### config.mk
export PLATFORM = sky130hd
export DESIGN_NAME = hazard_scoreboard_flat
export DESIGN_NICKNAME = d
export VERILOG_FILES = /design/src/rtl/hazard_scoreboard_if.sv /design/src/rtl/hazard_scoreboard.sv /design/src/flat_wrapper.sv
export SDC_FILE = /design/constraint.sdc
export NUM_CORES = 1
export LEC_CHECK = 0
export CORE_ASPECT_RATIO = 1.1
export CORE_MARGIN = 2
export CORE_UTILIZATION = 50
export CTS_CLUSTER_DIAMETER = 100
export CTS_CLUSTER_SIZE = 8
export DETAILED_ROUTE_END_ITERATION = 12
export GPL_ROUTABILITY_DRIVEN = 0
export PLACE_DENSITY_LB_ADDON = 0.12
export SLEW_MARGIN = 15
export SYNTH_ARGS = -nofsm -noshare
export SYNTH_HDL_FRONTEND = slang
export SYNTH_SLANG_ARGS = --single-unit
export TNS_END_PERCENT = 30
### constraint.sdc
create_clock -name clk -period 3 [get_ports clk]
set_input_delay 0.6 -clock clk [delete_from_list [all_inputs] [get_ports clk]]
set_output_delay 0.6 -clock clk [all_outputs]
set_load 0.05 [all_outputs]
### src/rtl/hazard_scoreboard_if.sv
// Decode-side hazard/forwarding bus between the ID stage and the scoreboard.
interface hazard_scoreboard_if #(
    parameter int unsigned AW    = 5,
    parameter int unsigned DEPTH = 3,
    parameter int unsigned CW    = 16
);
    localparam int unsigned SW = $clog2(DEPTH + 1);

    logic          id_valid;
    logic [AW-1:0] id_rs;
    logic [AW-1:0] id_rt;
    logic          id_rs_used;
    logic          id_rt_used;
    logic          id_wr_en;
    logic [AW-1:0] id_wr_addr;
    logic          id_is_load;
    logic          branch_taken;
    logic          stall;
    logic          flush;
    logic [SW-1:0] fwd_sel_a;
    logic [SW-1:0] fwd_sel_b;
    logic [CW-1:0] stall_count;
    logic [CW-1:0] flush_count;
    logic [CW-1:0] retire_count;

    modport master (
        output id_valid, id_rs, id_rt, id_rs_used, id_rt_used,
               id_wr_en, id_wr_addr, id_is_load, branch_taken,
        input  stall, flush, fwd_sel_a, fwd_sel_b,
               stall_count, flush_count, retire_count
    );

    modport slave (
        input  id_valid, id_rs, id_rt, id_rs_used, id_rt_used,
               id_wr_en, id_wr_addr, id_is_load, branch_taken,
        output stall, flush, fwd_sel_a, fwd_sel_b,
               stall_count, flush_count, retire_count
    );
endinterface

### src/rtl/hazard_scoreboard.sv
// Hazard and forwarding controller for the in-order pipeline: tracks in-flight
// destinations after ID, picks forwarding sources, raises load-use stall and
// branch flush, and keeps saturating debug counters.
module hazard_scoreboard #(
    parameter int unsigned AW         = 5,
    parameter int unsigned DEPTH      = 3,
    parameter int unsigned LOAD_STAGE = 1,
    parameter int unsigned FWD_EN     = 1,
    parameter int unsigned CW         = 16
) (
    input  logic               clk,
    input  logic               reset,
    hazard_scoreboard_if.slave bus
);
    localparam int unsigned SW = $clog2(DEPTH + 1);

    typedef struct packed {
        logic          valid;
        logic          wrEn;
        logic [AW-1:0] wrAddr;
        logic          isLoad;
    } entry_t;

    entry_t        entries [DEPTH];
    logic [SW-1:0] selA;
    logic [SW-1:0] selB;
    logic          hitA;
    logic          hitB;
    logic          hazA;
    logic          hazB;
    logic          hazard;
    logic          stallInt;
    logic [CW-1:0] stallCount;
    logic [CW-1:0] flushCount;
    logic [CW-1:0] retireCount;

    // Register r0 is hardwired to zero, so it never creates a dependency.
    function automatic logic srcMatch(input entry_t e, input logic [AW-1:0] r,
                                      input logic used, input logic idValid);
        return e.valid && e.wrEn && (e.wrAddr == r) && (r != '0) && used && idValid;
    endfunction

    // Youngest-producer search per operand; only the youngest match decides the hazard.
    always_comb begin
        selA = '0;
        selB = '0;
        hitA = 1'b0;
        hitB = 1'b0;
        hazA = 1'b0;
        hazB = 1'b0;
        for (int s = 0; s < int'(DEPTH); s++) begin
            if (!hitA && srcMatch(entries[s], bus.id_rs, bus.id_rs_used, bus.id_valid)) begin
                hitA = 1'b1;
                selA = SW'(s + 1);
                hazA = entries[s].isLoad && (s < int'(LOAD_STAGE));
            end
            if (!hitB && srcMatch(entries[s], bus.id_rt, bus.id_rt_used, bus.id_valid)) begin
                hitB = 1'b1;
                selB = SW'(s + 1);
                hazB = entries[s].isLoad && (s < int'(LOAD_STAGE));
            end
        end
    end

    // Without forwarding every RAW dependency waits for the producer to leave; a taken branch kills ID so it never stalls.
    always_comb begin
        hazard   = (FWD_EN != 0) ? (hazA || hazB) : (hitA || hitB);
        stallInt = hazard && !bus.branch_taken;
    end

    assign bus.stall        = stallInt;
    assign bus.flush        = bus.branch_taken;
    assign bus.fwd_sel_a    = (FWD_EN != 0) ? selA : '0;
    assign bus.fwd_sel_b    = (FWD_EN != 0) ? selB : '0;
    assign bus.stall_count  = stallCount;
    assign bus.flush_count  = flushCount;
    assign bus.retire_count = retireCount;

    // Free-running shift of in-flight destinations; stalls and flushes insert a bubble at stage 0.
    always_ff @(posedge clk or posedge reset) begin
        if (reset) begin
            for (int s = 0; s < int'(DEPTH); s++) begin
                entries[s] <= '0;
            end
        end else begin
            for (int s = 1; s < int'(DEPTH); s++) begin
                entries[s] <= entries[s-1];
            end
            if (bus.id_valid && !stallInt && !bus.branch_taken) begin
                entries[0] <= '{valid: 1'b1, wrEn: bus.id_wr_en,
                                wrAddr: bus.id_wr_addr, isLoad: bus.id_is_load};
            end else begin
                entries[0] <= '0;
            end
        end
    end

    // Saturating performance counters.
    always_ff @(posedge clk or posedge reset) begin
        if (reset) begin
            stallCount  <= '0;
            flushCount  <= '0;
            retireCount <= '0;
        end else begin
            if (stallInt && (stallCount != '1)) begin
                stallCount <= stallCount + CW'(1);
            end
            if (bus.branch_taken && (flushCount != '1)) begin
                flushCount <= flushCount + CW'(1);
            end
            if (entries[DEPTH-1].valid && (retireCount != '1)) begin
                retireCount <= retireCount + CW'(1);
            end
        end
    end
endmodule

### src/flat_wrapper.sv
// flat-port wrapper written by rule: the top's interface ports become plain ports
module hazard_scoreboard_flat 
#(
    parameter int unsigned AW         = 5,
    parameter int unsigned DEPTH      = 3,
    parameter int unsigned LOAD_STAGE = 1,
    parameter int unsigned FWD_EN     = 1,
    parameter int unsigned CW         = 16
)
  (clk, reset, bus_id_valid, bus_id_rs, bus_id_rt, bus_id_rs_used, bus_id_rt_used, bus_id_wr_en, bus_id_wr_addr, bus_id_is_load, bus_branch_taken, bus_stall, bus_flush, bus_fwd_sel_a, bus_fwd_sel_b, bus_stall_count, bus_flush_count, bus_retire_count);
  hazard_scoreboard_if #(.AW(AW), .DEPTH(DEPTH), .CW(CW)) bus_i ();
  input  logic clk;
  input  logic reset;
  input wire logic [$bits(bus_i.id_valid)-1:0] bus_id_valid;
  input wire logic [$bits(bus_i.id_rs)-1:0] bus_id_rs;
  input wire logic [$bits(bus_i.id_rt)-1:0] bus_id_rt;
  input wire logic [$bits(bus_i.id_rs_used)-1:0] bus_id_rs_used;
  input wire logic [$bits(bus_i.id_rt_used)-1:0] bus_id_rt_used;
  input wire logic [$bits(bus_i.id_wr_en)-1:0] bus_id_wr_en;
  input wire logic [$bits(bus_i.id_wr_addr)-1:0] bus_id_wr_addr;
  input wire logic [$bits(bus_i.id_is_load)-1:0] bus_id_is_load;
  input wire logic [$bits(bus_i.branch_taken)-1:0] bus_branch_taken;
  output wire logic [$bits(bus_i.stall)-1:0] bus_stall;
  output wire logic [$bits(bus_i.flush)-1:0] bus_flush;
  output wire logic [$bits(bus_i.fwd_sel_a)-1:0] bus_fwd_sel_a;
  output wire logic [$bits(bus_i.fwd_sel_b)-1:0] bus_fwd_sel_b;
  output wire logic [$bits(bus_i.stall_count)-1:0] bus_stall_count;
  output wire logic [$bits(bus_i.flush_count)-1:0] bus_flush_count;
  output wire logic [$bits(bus_i.retire_count)-1:0] bus_retire_count;
  assign bus_i.id_valid = bus_id_valid;
  assign bus_i.id_rs = bus_id_rs;
  assign bus_i.id_rt = bus_id_rt;
  assign bus_i.id_rs_used = bus_id_rs_used;
  assign bus_i.id_rt_used = bus_id_rt_used;
  assign bus_i.id_wr_en = bus_id_wr_en;
  assign bus_i.id_wr_addr = bus_id_wr_addr;
  assign bus_i.id_is_load = bus_id_is_load;
  assign bus_i.branch_taken = bus_branch_taken;
  assign bus_stall = bus_i.stall;
  assign bus_flush = bus_i.flush;
  assign bus_fwd_sel_a = bus_i.fwd_sel_a;
  assign bus_fwd_sel_b = bus_i.fwd_sel_b;
  assign bus_stall_count = bus_i.stall_count;
  assign bus_flush_count = bus_i.flush_count;
  assign bus_retire_count = bus_i.retire_count;
  hazard_scoreboard #(.AW(AW), .DEPTH(DEPTH), .LOAD_STAGE(LOAD_STAGE), .FWD_EN(FWD_EN), .CW(CW)) u_core (.clk(clk), .reset(reset), .bus(bus_i));
endmodule
==> results.md, run 1 <==
| Group | Metric | Reported |
| --- | --- | --- |
| sta | Tightest Pin Transition | 0.6165 ns |
| synthesis | Sequential fraction of the synthesis area | 50.84% |
| worst setup path | Setup CP Type | primary input to output pin |
| route | Routed metal-1 wirelength | 3390 um |
| synthesis | Post-Syn Nets | 333 |
| floorplan | Die X-Extent | 83.15 um |
| synthesis | Area share of the largest cell type after synthesis | 50.84% |
| route | Topmost layer with routed signal wires | met4 |
| route | Number of nets still failing antenna checks after routing | 0 |
| synthesis | Post-Synthesis Cells | 307 |
| power | Share of power burned in registers | 44.3% |
| synthesis | Ranking of synthesized cells by area | sky130_fd_sc_hd__dfrtp_1, sky130_fd_sc_hd__xnor2_1, sky130_fd_sc_hd__xor2_1 |
| power | Sw Ratio | 37.44% |
| clock tree | Number of levels the H-tree was split into | 3 |
| synthesis | Unique cell type count in the Yosys netlist | 47 |
| sta | Final setup violation count | 0 |
| synthesis | Synth Cell Area | 0.003446 mm^2 |
| power | Clock group share of total power | 25.5% |
| finish | Area of all placed cells without fillers | 0.004722 mm^2 |
| finish | Fill cell instance count of the final layout | 507 |
| sta | Unrepaired setup endpoints after global routing | no |
| floorplan | Die extent in y | 91.07 um |
| sta | PnR worst setup slack | 0.06642 ns |
| route | Met2 WL post-DR | 3803 um |
| job | Number of max-cap violations | 0 |
| sta | Final Hold Violating Endpoints | 0 |
| power | Static leakage | 0.002089 uW |
| place | Count of port buffers added during placement | 76 |
| power | Overall power of the completed layout | 2662 uW |
| power | Internal Power | 1665 uW |
| floorplan | Starting Density | 51.95% |
| sta | Final period util | 97.79% |
| finish | Final-stage net count | 437 |
| run status | Status | complete, no violations |
| route | Detailed-route DRC error count | 0 |
| sta | Final worst path period need | 2.934 ns |
| grt | Initial antenna violation count | 0 |
| synthesis | Yosys warns | 0 |
| finish | Number of antenna repair diodes | 0 |
| finish | P&R area growth vs syn | 37.04% |
| worst setup path | Max Fanout on Critical Path | 2 |
| finish | Fraction of final layout cells with drive strength greater than 1 | 16.59% |
| floorplan | Number of rows created at floorplan | 31 |
| sta | Setup TNS | 0 ns |
| clock tree | Post-CTS Hold Fix Bufs | 0 |
| worst setup path | Crit start category | primary input |
| power | Comb power frac | 30.2% |
| grt | Vias in the first global route | 2784 |
| worst setup path | Critical Path Sink Type | output pin |
| floorplan | Die Footprint | 0.007572 mm^2 |
| clock tree | Clock input transition at the sequential cells of the worst setup and hold paths | 0.07 ns |
| grt | First-pass GRT wire length | 13020 um |
| clock tree | CTS Root Buffer Type | sky130_fd_sc_hd__clkbuf_8 |
| power | Power dissipated by switching net loads | 996.9 uW |
| clock tree | Longest Clk Path Bufs | 2 |
| route | Sum of routed wire length over all layers | 7744 um |
| synthesis | Number of synthesized register bits | 70 |
| place | Placed inst area | 0.004476 mm^2 |
| sta | Peak Freq | 0.3409 GHz |
| synthesis | Average cell area after synthesis | 11.22 um^2 |
| worst setup path | Required arrival time at the worst endpoint | 2.40 ns |
| grt | Grt ovf | 0 |
| place | Worst setup timing slack at the placement stage | -0.1909 ns |
| grt | Largest net degree at the start of global routing | 44 |
| route | Vias | 2713 |
| clock tree | Clk Latency, worst-skew pair | 0.34 ns |
| min path | Hold crit path type | flip-flop to flip-flop |
| power | Cell Pwr Density | 563.8 mW/mm^2 |
| clock tree | TritonCTS clock tree | built |
| route | Post-DR wirelength/cell | 15.55 um |
| clock tree | Number of buffers inserted during clock tree synthesis | 9 |
| route | Total iterations of the first detailed-routing run | 6 |
| floorplan | Std-Cell Core Area | 0.006633 mm^2 |
| route | Post-detailed-route via-to-cell ratio | 5.448 |
| clock tree | Clk sinks | 70 |
| grt | Combined global-route utilization of all metal layers | 21.28% |
| power | Maximum vdd drop | 632.0 uV |
| finish | Area occupied by registers | 0.001752 mm^2 |
| place | Detailed placement HPWL | 5548 um |
| floorplan | Top-level port count | 77 |
| sta | Pins over their slew limit | 0 |
| synthesis | Most area-hungry cell type in the Yosys netlist | sky130_fd_sc_hd__dfrtp_1 |
| worst setup path | Arrival time reported for the critical path endpoint | 2.33 ns |
| route | Routed length on met3 | 401 um |
| finish | Multi-input gate area in the final layout | 0.001697 mm^2 |
| route | Initial DRC Count | 112 |
| sta | Fin Clk Skew | 0.006978 ns |
| sta | Worst relative slew slack | 58.84% |
[logic make-up after synthesis]
family / Yosys count / share of synthesized area (%)
muxes: 3 / 0.9803
xor gates and xnor gates: 68 / 17.28
adders and majority gates: 3 / 1.089
DFF: 70 / 50.84
buffers and inverters: 11 / 1.561
AOI/OAI and AO/OA: 21 / 5.193
and+or+nand+nor: 131 / 23.06
[layer usage]
layer	vias to the layer above	GRT usage, %
met5	-	0
met4	0	9.153
met3	15	4.545
met2	80	35.15
met1	1320	27.04
li1	1298	-
[critical path, cell delays in order]
cell and delay [ns]:
sky130_fd_sc_hd__dlygate4sd2_1 0.24, sky130_fd_sc_hd__or4_4 0.55, sky130_fd_sc_hd__o211ai_1 0.18, sky130_fd_sc_hd__buf_4 0.16, sky130_fd_sc_hd__nor4b_4 0.05, sky130_fd_sc_hd__buf_4 0.16, sky130_fd_sc_hd__or2_4 0.25, sky130_fd_sc_hd__buf_8 0.15
[cell usage in the layout (no fill, tap or decap), types with 4 or more instances in the layout]
cell type,n
sky130_fd_sc_hd__buf_4,25
sky130_fd_sc_hd__and4_1,8
sky130_fd_sc_hd__clkbuf_8,10
sky130_fd_sc_hd__nand3_1,16
sky130_fd_sc_hd__dlygate4sd2_1,4
sky130_fd_sc_hd__dfrtp_1,70
sky130_fd_sc_hd__and3_1,8
sky130_fd_sc_hd__nor4_1,4
sky130_fd_sc_hd__nand2_1,19
sky130_fd_sc_hd__nand4_1,18
sky130_fd_sc_hd__nor2_1,16
sky130_fd_sc_hd__xnor2_1,38
sky130_fd_sc_hd__nor3_1,9
sky130_fd_sc_hd__buf_12,4
sky130_fd_sc_hd__a21oi_1,5
sky130_fd_sc_hd__xor2_1,30
sky130_fd_sc_hd__and2_1,12
sky130_fd_sc_hd__clkdlybuf4s50_1,65
[synthesized netlist by cell type, drive strengths merged]
cell type and n:
ha 3, or2 1, o22a 1, a41oi 3, clkbuf 4, nor3 10
or4b 1, a31oi 2, nand2 20, and4 8, dfrtp 70, mux2 3
buf 3, nor4b 2, and2 13, nand2b 1, o211ai 2, nor3b 2
nor2 18, and3 8, a21oi 5, inv 4, nor2b 2, o41a 1
xor2 30, a21o 1, a211o 1, nand4 18, or4 1, o21ai 2
nor4 9, nand3 16, xnor2 38, o21a 1, and4b 1, a311oi 1
o211a 1
[stage by stage]
stage	hold slack (ns)	instances	util (%)
floorplan	0.3535	307	-
global placement	0.3551	480	67.48
detailed placement	0.3584	480	67.48
CTS	0.3754	497	70.59
global route	0.3776	498	71.19
finish	0.3735	498	71.19
[final timing paths]
| check | startpoint | to | slack (ns) | depth (start not counted) |
|---|---|---|---|---|
| setup / recovery | bus_id_rs[2] | bus_fwd_sel_a[0] | 0.07 | 8 |
| hold / removal | u_core.entries[15] | u_core.entries[7] | 0.37 | 0 |
| setup reg to reg | u_core.bus.stall_count[0] | u_core.bus.stall_count[1] | 0.96 | 6 |
| hold reg to reg | u_core.entries[15] | u_core.entries[7] | 0.37 | 0 |
| max in group asynchronous | reset | u_core.bus.flush_count[9] | 1.71 | 3 |
| min in group asynchronous | reset | u_core.bus.retire_count[5] | 0.65 | 2 |
[sequential cells by signal, summed over array words and instances (netlist names)]
name / cells
u_core.bus.flush_count: 16
u_core.bus.retire_count: 16
u_core.bus.stall_count: 16
u_core.entries: 22
[layout make-up]
cell class                      count  area share (%)
Tap cell                           82           2.173
Clock inverter                      6          0.7949
Clock buffer                       10           2.915
Sequential cell                    70           37.10
Inverter                            4          0.3180
Multi-Input combinational cell    226           35.93
Timing Repair Buffer              100           20.77
[repair_timing]
action	CTS	global route
endpoints found under the setup margin	3	4
gates resized for setup	10	7
buffers inserted	1	1
hold endpoints to repair	0	0
pin swaps	3	6
gates cloned	0	0
[power by group through the flow]
stage          registers [uW]  logic [uW]  clock network, uW
6_report                 1180         804                679
5_1_grt                  1200         853                734
4_1_cts                  1180         804                694
3_5_place_dp             1190         800                  0
3_3_place_gp             1190         788                  0
2_1_floorplan            1470         213                  0
Note: power is estimated with default switching activity, not from simulation.
==> inputs of run 2 (changes only) <==
--- a/config.mk
+++ b/config.mk
@@ -13,6 +13,7 @@
 export DETAILED_ROUTE_END_ITERATION = 12
 export GPL_ROUTABILITY_DRIVEN = 0
 export PLACE_DENSITY_LB_ADDON = 0.12
+export SETUP_SLACK_MARGIN = 0.3
 export SLEW_MARGIN = 15
 export SYNTH_ARGS = -nofsm -noshare
 export SYNTH_HDL_FRONTEND = slang
==> run 2 against run 1 <==
Against the previous run:
- hold slack is essentially flat
- die area is the same
- final cell count shrank 0.20%
- register-to-register slack is essentially flat
- non-clock buffer count shrank 2
- first-iteration DRC count shrank 1.8%
- global-route usage shrank 0.25 points
- critical path depth is the same
- setup slack gained 0.19 ns
==> results.md, run 2 (synthesis results as in run 1) <==
| Group | Metric | Reported | vs previous |
| --- | --- | --- | --- |
| finish | P&R area growth vs syn | 37.94% | was 37.04% |
| finish | Fill cell instance count of the final layout | 498 | was 507 |
| clock tree | Post-CTS Hold Fix Bufs | 0 | unchanged |
| floorplan | Die extent in y | 91.07 um | unchanged |
| sta | Fin Clk Skew | 0.01223 ns | was 0.006978 ns |
| finish | Area of all placed cells without fillers | 0.004753 mm^2 | was 0.004722 mm^2 |
| sta | Setup TNS | 0 ns | unchanged |
| clock tree | Number of levels the H-tree was split into | 3 | unchanged |
| grt | Grt ovf | 0 | unchanged |
| power | Share of power burned in registers | 42.8% | was 44.3% |
| route | Number of nets still failing antenna checks after routing | 0 | unchanged |
| run status | Status | complete, no violations | unchanged |
| route | Total iterations of the first detailed-routing run | 4 | was 6 |
| grt | First-pass GRT wire length | 12850 um | was 13020 um |
| grt | Initial antenna violation count | 1 | was 0 |
| route | Routed length on met3 | 405 um | was 401 um |
| power | Sw Ratio | 35.79% | was 37.44% |
| route | Detailed-route DRC error count | 0 | unchanged |
| sta | Tightest Pin Transition | 0.6137 ns | was 0.6165 ns |
| power | Clock group share of total power | 28.3% | was 25.5% |
| route | Vias | 2640 | was 2713 |
| sta | Unrepaired setup endpoints after global routing | yes | was no |
| finish | Commonest non-fill, non-tap cell in the layout | sky130_fd_sc_hd__dfrtp_1 | unchanged |
| sta | Final period util | 91.44% | was 97.79% |
| finish | Final-stage net count | 435 | was 437 |
| grt | Combined global-route utilization of all metal layers | 21.02% | was 21.28% |
| job | Number of max-cap violations | 0 | unchanged |
| worst setup path | Required arrival time at the worst endpoint | 2.40 ns | about the same |
| sta | Pins over their slew limit | 0 | unchanged |
| place | Count of port buffers added during placement | 76 | unchanged |
| route | Initial DRC Count | 110 | was 112 |
| sta | Final Hold Violating Endpoints | 0 | unchanged |
| clock tree | Number of buffers inserted during clock tree synthesis | 9 | unchanged |
| finish | Fraction of final layout cells with drive strength greater than 1 | 17.87% | was 16.59% |
| min path | Hold crit path type | flip-flop to flip-flop | unchanged |
| clock tree | TritonCTS clock tree | built | unchanged |
| route | Topmost layer with routed signal wires | met4 | unchanged |
| clock tree | Clk Latency, worst-skew pair | 0.34 ns | about the same |
| sta | Final setup violation count | 0 | unchanged |
| floorplan | Top-level port count | 77 | unchanged |
| power | Power dissipated by switching net loads | 988.4 uW | was 996.9 uW |
| worst setup path | Critical Path Sink Type | output pin | unchanged |
| power | Cell Pwr Density | 581.1 mW/mm^2 | was 563.8 mW/mm^2 |
| place | Detailed placement HPWL | 5430 um | was 5548 um |
| sta | Worst relative slew slack | 59.03% | was 58.84% |
| power | Comb power frac | 28.9% | was 30.2% |
| power | Internal Power | 1774 uW | was 1665 uW |
| finish | Highest-count cells in the layout ignoring fill and taps | sky130_fd_sc_hd__dfrtp_1, sky130_fd_sc_hd__clkdlybuf4s50_1, sky130_fd_sc_hd__xnor2_1 | unchanged |
| clock tree | Clock input transition at the sequential cells of the worst setup and hold paths | 0.07 ns | about the same |
| sta | Peak Freq | 0.3645 GHz | was 0.3409 GHz |
| floorplan | Std-Cell Core Area | 0.006633 mm^2 | unchanged |
| route | Routed metal-1 wirelength | 3447 um | was 3390 um |
| grt | Largest net degree at the start of global routing | 44 | unchanged |
| finish | Largest register by flop count | u_core.entries | unchanged |
| power | Static leakage | 0.002117 uW | was 0.002089 uW |
| power | Maximum vdd drop | 635.2 uV | was 632.0 uV |
| worst setup path | Arrival time reported for the critical path endpoint | 2.14 ns | was 2.33 ns |
| sta | Final worst path period need | 2.743 ns | was 2.934 ns |
| route | Post-DR wirelength/cell | 15.10 um | was 15.55 um |
| route | Post-detailed-route via-to-cell ratio | 5.312 | was 5.448 |
| clock tree | Clk sinks | 70 | unchanged |
| finish | Number of flip-flops in the largest register | 22 | unchanged |
| floorplan | Die Footprint | 0.007572 mm^2 | unchanged |
| clock tree | CTS Root Buffer Type | sky130_fd_sc_hd__clkbuf_8 | unchanged |
| sta | Hold slack final | 0.3734 ns | was 0.3735 ns |
| place | Placed inst area | 0.004461 mm^2 | was 0.004476 mm^2 |
| clock tree | Longest Clk Path Bufs | 2 | unchanged |
| floorplan | Die X-Extent | 83.15 um | unchanged |
| worst setup path | Max Fanout on Critical Path | 3 | was 2 |
| worst setup path | Setup CP Type | primary input to output pin | unchanged |
| grt | Vias in the first global route | 2656 | was 2784 |
| worst setup path | Crit start category | primary input | unchanged |
| floorplan | Starting Density | 51.95% | unchanged |
| route | Sum of routed wire length over all layers | 7504 um | was 7744 um |
| floorplan | Number of rows created at floorplan | 31 | unchanged |
| route | Met2 WL post-DR | 3577 um | was 3803 um |
==> run 2: changes by cell type in the layout (fill, tap and decap cells not counted), moves of 2 or more <==
cell,delta
sky130_fd_sc_hd__buf_2,+3
sky130_fd_sc_hd__buf_4,-3
sky130_fd_sc_hd__clkdlybuf4s50_1,-6
sky130_fd_sc_hd__clkinvlp_4,-2
sky130_fd_sc_hd__dlygate4sd2_1,+2
sky130_fd_sc_hd__nor3_1,-3
sky130_fd_sc_hd__nor3_2,+3
==> run 2: critical path, stage by stage <==
cell                            delay, ns
sky130_fd_sc_hd__dlygate4sd2_1       0.27
sky130_fd_sc_hd__buf_4               0.15
sky130_fd_sc_hd__xnor2_1             0.18
sky130_fd_sc_hd__nand4_1             0.17
sky130_fd_sc_hd__nor4_2              0.32
sky130_fd_sc_hd__nand2b_1            0.13
sky130_fd_sc_hd__o21ai_0             0.10
sky130_fd_sc_hd__buf_4               0.21
==> run 2: final cells by class <==
type                       instances  area (um^2)  share of cell area [%]
clock buffer                      11        151.4                   3.185
multi-input combinational        226         1719                   36.17
sequential                        70         1752                   36.85
clock inverter                     5        56.30                   1.185
tap                               82        102.6                   2.158
antenna                            1        2.502                 0.05265
inverter                           4        15.01                  0.3159
timing repair buffer              98        954.7                   20.08
==> run 2: power groups by stage <==
stage / registers, uW / clock network (uW) / logic, uW
3_5_place_dp: 1190 / 0 / 799
6_report: 1180 / 781 / 799
4_1_cts: 1180 / 808 / 804
3_3_place_gp: 1190 / 0 / 788
2_1_floorplan: 1470 / 0 / 214
5_1_grt: 1200 / 856 / 844
==> run 2: final timing paths <==
kind	slack, ns	from	cells after the start	end
setup reg to reg	0.95	u_core.entries[21]	7	u_core.bus.stall_count[1]
max in group asynchronous	1.70	reset	3	u_core.entries[11]
setup / recovery	0.26	bus_id_rt[4]	8	bus_fwd_sel_b[0]
min in group asynchronous	0.64	reset	2	u_core.bus.retire_count[5]
hold / removal	0.37	u_core.entries[15]	0	u_core.entries[7]
hold reg to reg	0.37	u_core.entries[15]	0	u_core.entries[7]
==> run 2: per-stage QoR <==
stage	util (%)	setup WS [ns]	std cells	total power, uW
finish	71.67	0.2567	497	2762
global route	71.67	0.1943	497	2900
CTS	71.31	0.2101	495	2791
detailed placement	67.25	-0.1889	477	1994
global placement	67.25	-0.1556	477	1974
floorplan	-	0.2582	307	1687
==> run 2: per-layer routing <==
layer,vias to the layer above,track usage [%]
li1,1295,-
met1,1274,28.67
met2,64,32.86
met3,7,5.455
met4,0,6.967
met5,-,0
==> run 2: what timing repair did <==
| action | in CTS | in global routing |
|---|---|---|
| endpoints found under the setup margin | 5 | 5 |
| pin swaps | 9 | 7 |
| resized for setup | 32 | 4 |
| buffers inserted | 2 | 1 |
==> inputs of run 3 (changes only) <==
--- a/config.mk
+++ b/config.mk
@@ -6,7 +6,6 @@
 export NUM_CORES = 1
 export LEC_CHECK = 0
 export CORE_ASPECT_RATIO = 1.1
-export CORE_MARGIN = 2
 export CORE_UTILIZATION = 50
 export CTS_CLUSTER_DIAMETER = 100
 export CTS_CLUSTER_SIZE = 8
==> run 3 against run 2 <==
Against the previous run:
- global-route usage increased by 1.9 points
- critical path depth unchanged
- non-clock buffer count increased by 2
- count of clock-buffer cells in the layout unchanged
- fmax about the same
- largest cell class unchanged
==> results.md, run 3 (synthesis results as in run 1) <==
| Group | Metric | Reported | vs previous |
| --- | --- | --- | --- |
| run status | Status | complete, no violations | unchanged |
| grt | Largest net degree at the start of global routing | 71 | was 44 |
| route | Vias | 2689 | was 2640 |
| route | Initial DRC Count | 114 | was 110 |
| sta | Worst relative slew slack | 64.64% | was 59.03% |
| worst setup path | Critical path's slowest cell | sky130_fd_sc_hd__or4_4 | was sky130_fd_sc_hd__nor4_2 |
| clock tree | TritonCTS clock tree | built | unchanged |
| floorplan | Top-level port count | 77 | unchanged |
| clock tree | Number of levels the H-tree was split into | 3 | unchanged |
| sta | PnR worst setup slack | 0.2548 ns | was 0.2567 ns |
| grt | Initial antenna violation count | 0 | was 1 |
| power | Maximum vdd drop | 679.1 uV | was 635.2 uV |
| worst setup path | Buf+Inv Stages, Crit Path | 4 | was 3 |
| finish | Commonest non-fill, non-tap cell in the layout | sky130_fd_sc_hd__dfrtp_1 | unchanged |
| worst setup path | Setup CP Type | primary input to output pin | unchanged |
| route | Detailed-route DRC error count | 0 | unchanged |
| grt | Grt ovf | 0 | unchanged |
| clock tree | Clock input transition at the sequential cells of the worst setup and hold paths | 0.07 ns | about the same |
| route | Post-DR wirelength/cell | 14.91 um | was 15.10 um |
| sta | Tightest Pin Transition | 0.5288 ns | was 0.6137 ns |
| sta | Unrepaired setup endpoints after global routing | yes | unchanged |
| route | Post-detailed-route via-to-cell ratio | 5.400 | was 5.312 |
| floorplan | Number of rows created at floorplan | 31 | unchanged |
| finish | P&R area growth vs syn | 39.76% | was 37.94% |
| sta | Peak Freq | 0.3643 GHz | was 0.3645 GHz |
| finish | Count of placed standard cells in the final layout, fillers left out | 498 | was 497 |
| place | Instance count after placement with tap cells included | 476 | was 477 |
| finish | Area of all placed cells without fillers | 0.004816 mm^2 | was 0.004753 mm^2 |
| clock tree | Clk sinks | 70 | unchanged |
| clock tree | Longest Clk Path Bufs | 2 | unchanged |
| finish | Number of antenna repair diodes | 0 | was 1 |
| floorplan | Die extent in y | 89.07 um | was 91.07 um |
| finish | Final-stage net count | 437 | was 435 |
| min path | Startpoint of the most critical hold path | u_core.entries[15] | unchanged |
| grt | First-pass GRT wire length | 12420 um | was 12850 um |
| worst setup path | Gate family responsible for the most delay along the worst path | simple AND/OR/NAND/NOR gates | was buffers and inverters |
| power | Cell Pwr Density | 609.4 mW/mm^2 | was 581.1 mW/mm^2 |
| sta | Pins over their slew limit | 0 | unchanged |
| job | Number of max-cap violations | 0 | unchanged |
| worst setup path | Critical Path Most Common Cell | sky130_fd_sc_hd__buf_4 | unchanged |
| sta | Final Hold Violating Endpoints | 0 | unchanged |
| min path | Hold-critical path depth | 0 | unchanged |
| route | Sum of routed wire length over all layers | 7425 um | was 7504 um |
| floorplan | Std-Cell Core Area | 0.006633 mm^2 | unchanged |
| finish | Largest register by flop count | u_core.entries | unchanged |
| finish | Highest-count cells in the layout ignoring fill and taps | sky130_fd_sc_hd__dfrtp_1, sky130_fd_sc_hd__clkdlybuf4s50_1, sky130_fd_sc_hd__xnor2_1 | unchanged |
| sta | Hold slack final | 0.3757 ns | was 0.3734 ns |
| min path | Hold crit path type | flip-flop to flip-flop | unchanged |
| sta | Fin Clk Skew | 0.008216 ns | was 0.01223 ns |
| finish | Fraction of final layout cells with drive strength greater than 1 | 18.27% | was 17.87% |
| worst setup path | Required arrival time at the worst endpoint | 2.40 ns | about the same |
| clock tree | Clk Latency, worst-skew pair | 0.34 ns | about the same |
| grt | Combined global-route utilization of all metal layers | 22.96% | was 21.02% |
| worst setup path | Worst r2r dst | u_core.bus.stall_count[1] | unchanged |
| place | Worst setup timing slack at the placement stage | -0.2480 ns | was -0.1889 ns |
| worst setup path | Critical Path Sink Type | output pin | unchanged |
| clock tree | Number of buffers inserted during clock tree synthesis | 9 | unchanged |
| sta | Final setup violation count | 0 | unchanged |
| power | Static leakage | 0.002136 uW | was 0.002117 uW |
| worst setup path | Arrival time reported for the critical path endpoint | 2.15 ns | was 2.14 ns |
| grt | Vias in the first global route | 2653 | was 2656 |
| worst setup path | Maximum single-stage delay on the critical path | 0.53 ns | was 0.32 ns |
| sta | Final period util | 91.51% | was 91.44% |
| sta | Setup TNS | 0 ns | unchanged |
| min path | Hold Crit Endpoint | u_core.entries[7] | unchanged |
| clock tree | CTS Root Buffer Type | sky130_fd_sc_hd__clkbuf_8 | unchanged |
| place | Count of port buffers added during placement | 76 | unchanged |
| place | Placed inst area | 0.004453 mm^2 | was 0.004461 mm^2 |
| floorplan | Starting Density | 51.95% | unchanged |
| place | Detailed placement HPWL | 5182 um | was 5430 um |
| route | Number of nets still failing antenna checks after routing | 0 | unchanged |
| clock tree | Post-CTS Hold Fix Bufs | 0 | unchanged |
| floorplan | Die X-Extent | 81.15 um | was 83.15 um |
| worst setup path | Worst r2r src | u_core.bus.stall_count[0] | was u_core.entries[21] |
| worst setup path | Crit start category | primary input | unchanged |
| worst setup path | Crit-path cells | buf_8 -> or4_4 -> o211ai_1 -> buf_4 -> nor4b_4 -> buf_4 -> nor3_4 -> buf_12 | was dlygate4sd2_1 -> buf_4 -> xnor2_1 -> nand4_1 -> nor4_2 -> nand2b_1 -> o21ai_0 -> buf_4 |
| floorplan | Die Footprint | 0.007228 mm^2 | was 0.007572 mm^2 |
| worst setup path | Max Fanout on Critical Path | 3 | unchanged |
| worst setup path | Worst reg2reg setup slack | 0.99 ns | was 0.95 ns |
| finish | Fill cell instance count of the final layout | 491 | was 498 |
| worst setup path | Number of cell instances on the worst register-to-register path | 6 | was 7 |
| finish | Number of flip-flops in the largest register | 22 | unchanged |
| route | Total iterations of the first detailed-routing run | 4 | unchanged |
| sta | Final worst path period need | 2.745 ns | was 2.743 ns |
[run 3: layer usage]
layer	vias up	track usage (%)	routed length, um
met5	-	0	0
met4	0	10.06	137
met3	12	5.306	403
met2	84	35.29	3425
met1	1288	31.11	3459
li1	1305	-	-
[run 3: report_power, final]
group          internal [uW]  total [uW]  switching, uW
combinational            304         801            496
clock                    599         956            356
sequential              1040        1180            135
[run 3: worst max path at each step]
stage / startpoint / end / slack, ns / cells after the start
floorplan: bus_id_rs[1] / bus_fwd_sel_a[1] / 0.26 / 4
detailed placement: bus_id_rs[2] / bus_stall / -0.25 / 7
finish: bus_id_rs[1] / bus_fwd_sel_a[1] / 0.25 / 8
CTS: bus_id_rs[1] / bus_fwd_sel_a[1] / 0.29 / 8
global placement: bus_id_rs[0] / bus_stall / -0.21 / 7
global route: bus_id_rs[1] / bus_fwd_sel_a[1] / 0.22 / 8
[run 3: through the flow]
step,total power [uW],util [%]
floorplan,1687,-
global placement,1974,67.14
detailed placement,1989,67.14
CTS,2955,72.67
global route,3075,72.61
finish,2935,72.61
[run 3: repair_timing]
action	CTS	global route
resized for setup	41	2
setup buffers	6	0
pin swaps	11	6
setup endpoints to repair	5	4
[run 3: area by class of cell]
type / instances / area, um^2 / share of cell area [%]
Tap cell: 82 / 102.6 / 2.130
Inverter: 4 / 15.01 / 0.3118
Timing Repair Buffer: 100 / 975.9 / 20.26
Multi-Input combinational cell: 226 / 1715 / 35.62
Sequential cell: 70 / 1752 / 36.37
Clock buffer: 11 / 151.4 / 3.144
Clock inverter: 5 / 103.9 / 2.156
